`config.mk`:
```
export PLATFORM = sky130hd
export DESIGN_NAME = xmem_arbiter
export DESIGN_NICKNAME = d
export VERILOG_FILES = /design/src/rtl/xmem_arbiter.sv
export SDC_FILE = /design/constraint.sdc
export NUM_CORES = 1
export LEC_CHECK = 0
export BUFFER_PORTS_ARGS = -buffer_cell sky130_fd_sc_hd__clkbuf_2
export CORE_AREA = 2 2 120 122
export CTS_CLUSTER_SIZE = 24
export DETAILED_ROUTE_END_ITERATION = 10
export DIE_AREA = 0 0 122 124
export PLACE_DENSITY = 0.73
export SLEW_MARGIN = 20
export SYNTH_ARGS = -nofsm -noshare
export SYNTH_HDL_FRONTEND = slang
export SYNTH_SLANG_ARGS = --single-unit
```
`constraint.sdc`:
```
create_clock -name clk -period 1.6 [get_ports clk]
set_clock_uncertainty 0.1 [all_clocks]
set_input_delay 0.16 -clock clk [delete_from_list [all_inputs] [get_ports clk]]
set_output_delay 0.16 -clock clk [all_outputs]
set_load 0.01 [all_outputs]
```
`src/rtl/xmem_arbiter.sv`:
```
// Two-master round-robin Wishbone arbiter in front of the external-memory (MIG) slave port.
// Optional stall timeout with abort: define XMEM_ARB_TIMEOUT_EN.
module xmem_arbiter #(
    parameter int TIMEOUT_CYCLES = 1023
) (
    input  logic        clk,
    input  logic        rst_n,

    input  logic [2:31] m0_adr_i,
    input  logic [0:31] m0_dat_i,
    input  logic [0:3]  m0_sel_i,
    input  logic        m0_we_i,
    input  logic        m0_stb_i,
    input  logic        m0_cyc_i,
    output logic [0:31] m0_dat_o,
    output logic        m0_ack_o,
    output logic        m0_err_o,

    input  logic [2:31] m1_adr_i,
    input  logic [0:31] m1_dat_i,
    input  logic [0:3]  m1_sel_i,
    input  logic        m1_we_i,
    input  logic        m1_stb_i,
    input  logic        m1_cyc_i,
    output logic [0:31] m1_dat_o,
    output logic        m1_ack_o,
    output logic        m1_err_o,

    output logic [2:31] s_adr_o,
    output logic [0:31] s_dat_o,
    output logic [0:3]  s_sel_o,
    output logic        s_we_o,
    output logic        s_stb_o,
    output logic        s_cyc_o,
    input  logic [0:31] s_dat_i,
    input  logic        s_ack_i,

    output logic        timeout_flag,
    output logic [1:0]  state_o
);

    // Handshake: stb is "valid", s_ack_i is "ready"; a beat completes in a cycle where the
    // granted master's stb and s_ack_i are both high. cyc frames the grant across beats.

    typedef enum logic [1:0] {
        IDLE  = 2'd0,
        GNT0  = 2'd1,
        GNT1  = 2'd2,
        ABORT = 2'd3
    } state_t;

    localparam logic [9:0] TIMEOUT_LIM = 10'(TIMEOUT_CYCLES);

    state_t      state_q, state_d;
    logic        last_q, last_d;
    logic [2:31] adr_q;
    logic [0:31] dat_q;
    logic [0:3]  sel_q;
    logic        we_q;
    logic        timeout_hit;

    assign state_o = state_q;

    always_comb begin
        state_d  = state_q;
        last_d   = last_q;
        s_adr_o  = adr_q;
        s_dat_o  = dat_q;
        s_sel_o  = sel_q;
        s_we_o   = we_q;
        s_cyc_o  = 1'b0;
        s_stb_o  = 1'b0;
        m0_ack_o = 1'b0;
        m1_ack_o = 1'b0;
        m0_dat_o = '0;
        m1_dat_o = '0;

        case (state_q)
            IDLE: begin
                // last_q == 1 means m1 was served most recently, so m0 wins a tie
                if (m0_cyc_i && (!m1_cyc_i || last_q)) begin
                    state_d = GNT0;
                    last_d  = 1'b0;
                end else if (m1_cyc_i) begin
                    state_d = GNT1;
                    last_d  = 1'b1;
                end
            end
            GNT0: begin
                s_adr_o  = m0_adr_i;
                s_dat_o  = m0_dat_i;
                s_sel_o  = m0_sel_i;
                s_we_o   = m0_we_i;
                s_cyc_o  = m0_cyc_i;
                s_stb_o  = m0_stb_i;
                m0_ack_o = s_ack_i;
                m0_dat_o = s_dat_i;
                m1_dat_o = s_dat_i;
                if (timeout_hit) begin
                    state_d = ABORT;
                end else if (!m0_cyc_i) begin
                    state_d = IDLE;
                end
            end
            GNT1: begin
                s_adr_o  = m1_adr_i;
                s_dat_o  = m1_dat_i;
                s_sel_o  = m1_sel_i;
                s_we_o   = m1_we_i;
                s_cyc_o  = m1_cyc_i;
                s_stb_o  = m1_stb_i;
                m1_ack_o = s_ack_i;
                m0_dat_o = s_dat_i;
                m1_dat_o = s_dat_i;
                if (timeout_hit) begin
                    state_d = ABORT;
                end else if (!m1_cyc_i) begin
                    state_d = IDLE;
                end
            end
            ABORT: begin
                state_d = IDLE;
            end
            default: begin
                state_d = IDLE;
            end
        endcase
    end

    // Capturing the driven slave fields every cycle keeps the last owner's values in IDLE/ABORT.
    always_ff @(posedge clk or negedge rst_n) begin
        if (!rst_n) begin
            state_q <= IDLE;
            last_q  <= 1'b1;
            adr_q   <= '0;
            dat_q   <= '0;
            sel_q   <= '0;
            we_q    <= 1'b0;
        end else begin
            state_q <= state_d;
            last_q  <= last_d;
            adr_q   <= s_adr_o;
            dat_q   <= s_dat_o;
            sel_q   <= s_sel_o;
            we_q    <= s_we_o;
        end
    end

`ifdef XMEM_ARB_TIMEOUT_EN
    logic [9:0] to_cnt_q, to_cnt_d;
    logic       stall;
    logic       flag_q;

    always_comb begin
        stall = ((state_q == GNT0) && m0_stb_i) || ((state_q == GNT1) && m1_stb_i);
        stall = stall && !s_ack_i;
        to_cnt_d    = stall ? (to_cnt_q + 10'd1) : 10'd0;
        timeout_hit = stall && (to_cnt_d == TIMEOUT_LIM);
    end

    always_ff @(posedge clk or negedge rst_n) begin
        if (!rst_n) begin
            to_cnt_q <= '0;
            flag_q   <= 1'b0;
        end else begin
            to_cnt_q <= to_cnt_d;
            if (timeout_hit) begin
                flag_q <= 1'b1;
            end
        end
    end

    // last_q still names the aborted owner while in ABORT.
    assign m0_err_o     = (state_q == ABORT) && !last_q;
    assign m1_err_o     = (state_q == ABORT) && last_q;
    assign timeout_flag = flag_q;
`else
    logic [9:0] unused_timeout_lim;

    assign unused_timeout_lim = TIMEOUT_LIM;
    assign timeout_hit        = 1'b0;
    assign m0_err_o           = 1'b0;
    assign m1_err_o           = 1'b0;
    assign timeout_flag       = 1'b0;
`endif

endmodule

```
==> flow_metrics.env, run 1 <==
export IMPL_ys_ff_latch=70
export IMPL_worstHoldPathCells=3
export IMPL_die_h_um=124
export IMPL_drt_pass1_iterations=5
export IMPL_finalHoldViolations=0
export IMPL_core_area_mm2=0.01372
export IMPL_ioPinCount=313
export IMPL_crit_type="flop to output port"
export IMPL_setup_violations=144
export IMPL_r2r_slack_ns=-0.36
export IMPL_status="finished, violations left"
export IMPL_p_sw_share_pct=40.44
export IMPL_synth_cells=397
export IMPL_synth_edff_count=0
export IMPL_drt_iter0_drc=162
export IMPL_hpwl_um=9711
export IMPL_via_per_inst=4.642
export IMPL_pwr_share_seq_pct=13.2
export IMPL_antenna_left=0
export IMPL_grt_usage_pct=17.48
export IMPL_total_power_uw=23920
export IMPL_yosysMostFrequentCell="dfrtp_1"
export IMPL_p_comb_share_pct=76.4
export IMPL_die_w_um=122
export IMPL_synth_ff_type="dfrtp_1"
export IMPL_root_buffer="clkbuf_16"
export IMPL_finalWirelength_um=16070
export IMPL_yosysTopAreaCell="dfrtp_1"
export IMPL_final_nets=923
export IMPL_row_count=43
export IMPL_n_antenna_cell=0
export IMPL_violations="setup timing"
export IMPL_cts_tree="built"
export IMPL_grt_overflow=0
export IMPL_numCtsBuffers=9
export IMPL_num_vias=4326
export IMPL_cts_sinks=70
export IMPL_port_buffers=309
export IMPL_power_density_mw_per_mm2=2970
export IMPL_ys_top_cells_by_count="dfrtp_1 (69), nor2_1 (67), a21oi_1 (60), a22oi_1 (59), buf_4 (43)"
export IMPL_yosys_warnings=0
export IMPL_irDropWorstVdd_mv=1.473
export IMPL_wl_per_cell_um=17.24
export IMPL_setup_ws_ns=-0.4756
export IMPL_arrival_ns=1.82
export IMPL_clkSlewWorstSetupHoldPaths_ns=0.05
export IMPL_die_area_mm2=0.01513
export IMPL_holdCritStartpoint="m1_adr_i[2]"
export IMPL_final_layout_size_suffix_gt1_share_pct=79.12
export IMPL_grt_pass1_vias=3988
export IMPL_area_growth_pct=113.4
export IMPL_hold_ws_ns=0.06102
export IMPL_fin_crit_sh_pct=129.7
export IMPL_holdCritPathClass="primary input to flop"
export IMPL_max_freq_ghz=0.4818
export IMPL_critPathLaunchType="flop"
export IMPL_design_area_mm2=0.008055
export IMPL_grt_max_degree=71
export IMPL_power_internal_uw=14250
export IMPL_globalplace_congestion=0.8907
export IMPL_cts_htree_levels=3
export IMPL_drc=0
export IMPL_r2r_cells=9
export IMPL_rsz0062_at_grt="true"
export IMPL_start_util_pct=27.51
export IMPL_placed_area_mm2=0.006030
export IMPL_p_leak_uw=0.003786
export IMPL_crit_path_max_fanout=7
export IMPL_p_sw_uw=9674
export IMPL_drv_cap=0
export IMPL_ys_async_sr_fraction_pct=100.0
export IMPL_regArea_mm2=0.001753
export IMPL_synth_area_mm2=0.003775
export IMPL_rr_startpoint="state_o[0]"
export IMPL_synth_cell_type_count=21
export IMPL_synth_top_area_share_pct=45.74
export IMPL_cp_required_ns=1.34
export IMPL_num_fill_cells=1130
export IMPL_clkPwrFrac_pct=10.4
export IMPL_fin_crit_ns=2.076
export IMPL_slew_viol_final=0
export IMPL_synth_area_per_cell_um2=9.508
export IMPL_synthTopCellsByArea="dfrtp_1 (46%), a22oi_1 (12%), buf_4 (8.6%)"
export IMPL_antenna_found_initial=0
export IMPL_grt_pass1_wl_um=20300
export IMPL_endpoint_kind="output port"
export IMPL_hold_path_end="adr_q[2]"
export IMPL_yosysSeqAreaShare_pct=46.44
export IMPL_rr_endpoint="state_o[1]"
export IMPL_multiInputGateArea_mm2=0.002371
export IMPL_insertion_delay_ns=0.33
export IMPL_max_clock_path_buffers=2
power by group through the flow:
stage               Clock, uW  Sequential [uW]  Combinational [uW]
finish                   2480             3160               18300
global route             2620             3250               19400
CTS                      2530             3100               14500
detailed placement          0             3070               12200
global placement            0             3050               12100
floorplan                   0             3030                7780
worst max path at each step:
stage / end / cells after the start / slack (ns) / from
2_1_floorplan: m1_dat_o[1] / 7 / -0.08 / state_o[1]
3_3_place_gp: s_adr_o[20] / 6 / -0.17 / state_o[1]
3_5_place_dp: s_adr_o[20] / 6 / -0.18 / state_o[1]
4_1_cts: s_stb_o / 7 / -0.46 / state_o[1]
5_1_grt: s_adr_o[20] / 7 / -0.56 / state_o[0]
6_report: s_adr_o[27] / 7 / -0.48 / state_o[0]
kinds of logic (layout without fill, tap and decap cells):
kind of cell | after synthesis | in the layout | synth area share [%]
AOI/OAI and AO/OA | 143 | 143 | 26.19
other | 1 | 3 | 0.09934
DFF | 70 | 70 | 46.44
buffers and inverters | 74 | 427 | 13.36
and+or+nand+nor | 106 | 106 | 12.93
adders and majority gates | 3 | 3 | 0.9945
timing repair:
item	4_1_cts	5_1_grt
hold buffers	2	0
setup buffers	13	15
pin swaps	12	20
cloned	5	10
resized for setup	73	259
setup endpoints to repair	150	155
endpoints found under the hold margin	70	0
registers in the layout, summed over array words and instances (netlist names):
register	flops
dat_q	32
adr_q	30
sel_q	4
state_o	2
last_q	1
we_q	1
layout by cell type, fill, tap and decap left out, types with 3 or more instances in the layout:
cell | synthesis | routed
a21oi_1 | 60 | 4
a21oi_2 | 9 | 35
a21oi_4 | 0 | 30
a22oi_1 | 59 | 29
a22oi_2 | 9 | 39
and2_4 | 0 | 33
buf_12 | 0 | 14
buf_16 | 0 | 5
buf_2 | 19 | 36
buf_4 | 43 | 43
buf_6 | 4 | 90
buf_8 | 1 | 15
bufinv_16 | 0 | 4
clkbuf_16 | 0 | 15
clkbuf_2 | 0 | 195
conb_1 | 1 | 3
dfrtp_1 | 69 | 69
ha_4 | 0 | 3
nand2_1 | 3 | 3
nor2_1 | 67 | 38
nor2_2 | 0 | 16
nor2_4 | 0 | 13
metrics by stage:
stage / cells / setup TNS [ns] / util, % / worst slack, ns
after CTS: 909 / -51.76 / 50.76 / -0.4629
after detailed placement: 873 / -11.47 / 43.95 / -0.1839
after global placement: 873 / -8.861 / 43.95 / -0.1654
after floorplan: 399 / -7.557 / - / -0.08028
after global routing: 932 / -64.06 / 58.71 / -0.5598
final: 932 / -51.81 / 58.71 / -0.4756
critical path, cell delays in order (launching register included):
cell and delay [ns]:
dfrtp_1 0.38, buf_4 0.15, ha_4 0.19, buf_12 0.14
clkbuf_16 0.16, a22oi_2 0.23, a21oi_4 0.10, buf_6 0.12
layer usage:
layer | track usage, % | wire (um)
met1 | 22.63 | 6469
met2 | 28.88 | 8563
met3 | 3.663 | 849
met4 | 6.394 | 187
met5 | 0 | 0
final cells by class:
| type | count | share of cell area, % |
|---|---|---|
| Sequential cell | 70 | 21.76 |
| Clock inverter | 6 | 1.646 |
| Tap cell | 180 | 2.796 |
| Inverter | 4 | 0.1864 |
| Timing Repair Buffer | 407 | 41.21 |
| Clock buffer | 10 | 2.967 |
| Multi-Input combinational cell | 255 | 29.43 |
(Power assumes the default switching activity.)
==> inputs of run 2 (changes only) <==
Settings changed: CORE_AREA 2 2 120 122 to 4 4 119 121, DIE_AREA 0 0 122 124 to 0 0 123 125, PLACE_DENSITY 0.73 to 0.76.
==> run 2 against run 1 <==
- the flow still finishes with violations (setup timing)
- first-iteration DRC count grew 15%
- non-clock buffer count shrank 24
- global-route usage shrank 0.40 points
- sequential power shrank 2%
- clock power is 10% lower
- critical path depth unchanged
- via count is 2.1% lower
- sequential cell count unchanged
- critical path type unchanged
- largest cell class unchanged
- total power fell by 8.1%
- hold slack worse by 0.015 ns
- final cell count down 3.0%
==> flow_metrics.env, run 2 (synthesis results as in run 1) <==
export IMPL_arrival_ns=1.80
export IMPL_wl_per_cell_um=17.74
export IMPL_hold_ws_ns=0.04617
export IMPL_cts_tree="built"
export IMPL_power_density_mw_per_mm2=2902
export IMPL_port_buffers=309
export IMPL_cts_htree_levels=3
export IMPL_tns_ns=-51.27
export IMPL_grt_overflow=0
export IMPL_drt_pass1_iterations=4
export IMPL_reg_top3="dat_q: 32 flops, adr_q: 30 flops, sel_q: 4 flops"
export IMPL_critical_path_cell_chain="inv_2, ha_4, buf_12, clkbuf_16, nor2_1, a21oi_4, buf_2"
export IMPL_die_area_mm2=0.01538
export IMPL_cts_sinks=70
export IMPL_globalplace_congestion=0.9483
export IMPL_fin_crit_sh_pct=128.7
export IMPL_grtUsageMet2_pct=28.66
export IMPL_max_clock_path_buffers=2
export IMPL_cp_slowest_cell="dfrtp_1"
export IMPL_p_leak_uw=0.003594
export IMPL_slew_viol_final=0
export IMPL_p_comb_share_pct=75.8
export IMPL_die_h_um=125
export IMPL_row_count=42
export IMPL_final_nets=899
export IMPL_most_common_layout_cells="clkbuf_2 (210), buf_6 (73), dfrtp_1 (69), nor2_1 (47), buf_2 (37)"
export IMPL_holdCritPathClass="primary input to flop"
export IMPL_setup_ws_ns=-0.4587
export IMPL_busiest_layer="met2"
export IMPL_cpLargestDelayFamily="buffers and inverters"
export IMPL_drt_iter0_drc=186
export IMPL_critPathMaxStageDelay_ns=0.38
export IMPL_final_layout_size_suffix_gt1_share_pct=76.79
export IMPL_start_util_pct=28.85
export IMPL_crit_type="flop to output port"
export IMPL_grtUsageMet1_pct=22.55
export IMPL_final_common_cell="clkbuf_2"
export IMPL_finalWirelength_um=16030
export IMPL_setup_violations=141
export IMPL_fin_crit_ns=2.059
export IMPL_rsz0062_at_grt="true"
export IMPL_p_sw_uw=9162
export IMPL_crit_path_max_fanout=8
export IMPL_drv_cap=0
export IMPL_num_vias=4233
export IMPL_clkSlewWorstSetupHoldPaths_ns=0.06
export IMPL_area_growth_pct=100.6
export IMPL_root_buffer="clkbuf_16"
export IMPL_hpwl_um=10230
export IMPL_via_per_inst=4.683
export IMPL_gr_usage_met3_pct=3.794
export IMPL_p_sw_share_pct=41.68
export IMPL_antenna_left=0
export IMPL_insertion_delay_ns=0.33
export IMPL_endpoint_kind="output port"
export IMPL_largest_reg_flops=32
export IMPL_grt_max_degree=50
export IMPL_cp_required_ns=1.34
export IMPL_grt_usage_pct=17.08
export IMPL_top_register="dat_q"
export IMPL_n_antenna_cell=0
export IMPL_path_buf_inv=4
export IMPL_grt_pass1_wl_um=21000
export IMPL_max_freq_ghz=0.4857
export IMPL_status="finished, violations left"
export IMPL_post_route_util_pct=57.88
export IMPL_critPathLaunchType="flop"
export IMPL_antenna_found_initial=0
export IMPL_core_area_mm2=0.01309
export IMPL_violations="setup timing"
export IMPL_finalHoldViolations=0
export IMPL_ioPinCount=313
export IMPL_clkPwrFrac_pct=10.1
export IMPL_die_w_um=123
export IMPL_drc=0
export IMPL_r2r_slack_ns=-0.15
export IMPL_grt_pass1_vias=4067
export IMPL_power_internal_uw=12820
export IMPL_irDropWorstVdd_mv=1.331
export IMPL_pwr_share_seq_pct=14.1
export IMPL_numCtsBuffers=9
==> run 2: cell types whose count changed in the layout (fill, tap and decap cells not counted), moves of 3 or more <==
| cell | change |
|---|---|
| a22oi_1 | +3 |
| buf_8 | -10 |
| buf_6 | -17 |
| and2_1 | +3 |
| nor2_1 | +9 |
| nor2_4 | -8 |
| buf_4 | -9 |
| a22oi_2 | -3 |
| and2_4 | -3 |
| clkbuf_2 | +15 |
==> run 2: final timing paths <==
path / cells after the start / startpoint / end
worst max register to register: 8 / state_o[1] / state_o[0]
max in group asynchronous: 3 / rst_n / last_q
min in group asynchronous: 2 / rst_n / dat_q[5]
worst min register to register: 2 / dat_q[26] / dat_q[26]
worst max-delay path: 7 / state_o[0] / s_adr_o[26]
worst min-delay path: 3 / m1_adr_i[13] / adr_q[13]
==> run 2: power by group through the flow <==
stage               combinational (uW)  sequential [uW]  clock (uW)
floorplan                         7780             3030           0
detailed placement               11800             3070           0
CTS                              13500             3060        2270
global placement                 11600             3030           0
global route                     17700             3190        2360
finish                           16700             3100        2220
==> run 2: layer usage <==
metal / part of all wire, % / up-vias
met5: 0 / -
li1: - / 2001
met2: 53 / 163
met1: 40 / 2050
met4: 1.2 / 0
met3: 5.8 / 19
==> run 2: area by class of cell <==
class	count	area, um^2
inverters	4	15.01
clock inverters	3	65.06
repair buffers	383	2929
clock buffers	13	270.3
multi-input cells	255	2321
flip-flops and latches	70	1753
fillers	1117	5512
well taps	176	220.2
==> run 2: repair_timing <==
action / in CTS / in global routing
hold buffers: 1 / 0
gates resized for setup: 55 / 218
cloned: 4 / 10
pin swaps: 4 / 6
endpoints found under the hold margin: 69 / 0
setup buffers: 10 / 8
endpoints found under the setup margin: 145 / 148
==> run 2: stage by stage <==
stage	cell area [um^2]	setup slack (ns)	instances	total power, uW
after CTS	6713	-0.4662	889	18870
final	7574	-0.4587	904	21980
after detailed placement	5917	-0.1739	858	14840
after floorplan	4237	-0.08028	399	10800
after global routing	7574	-0.5452	904	23280
after global placement	5917	-0.1542	858	14660
==> run 2: worst min-delay path, stage by stage <==
cell      delay (ns)
clkbuf_2        0.08
a22oi_2         0.05
a21oi_2         0.14
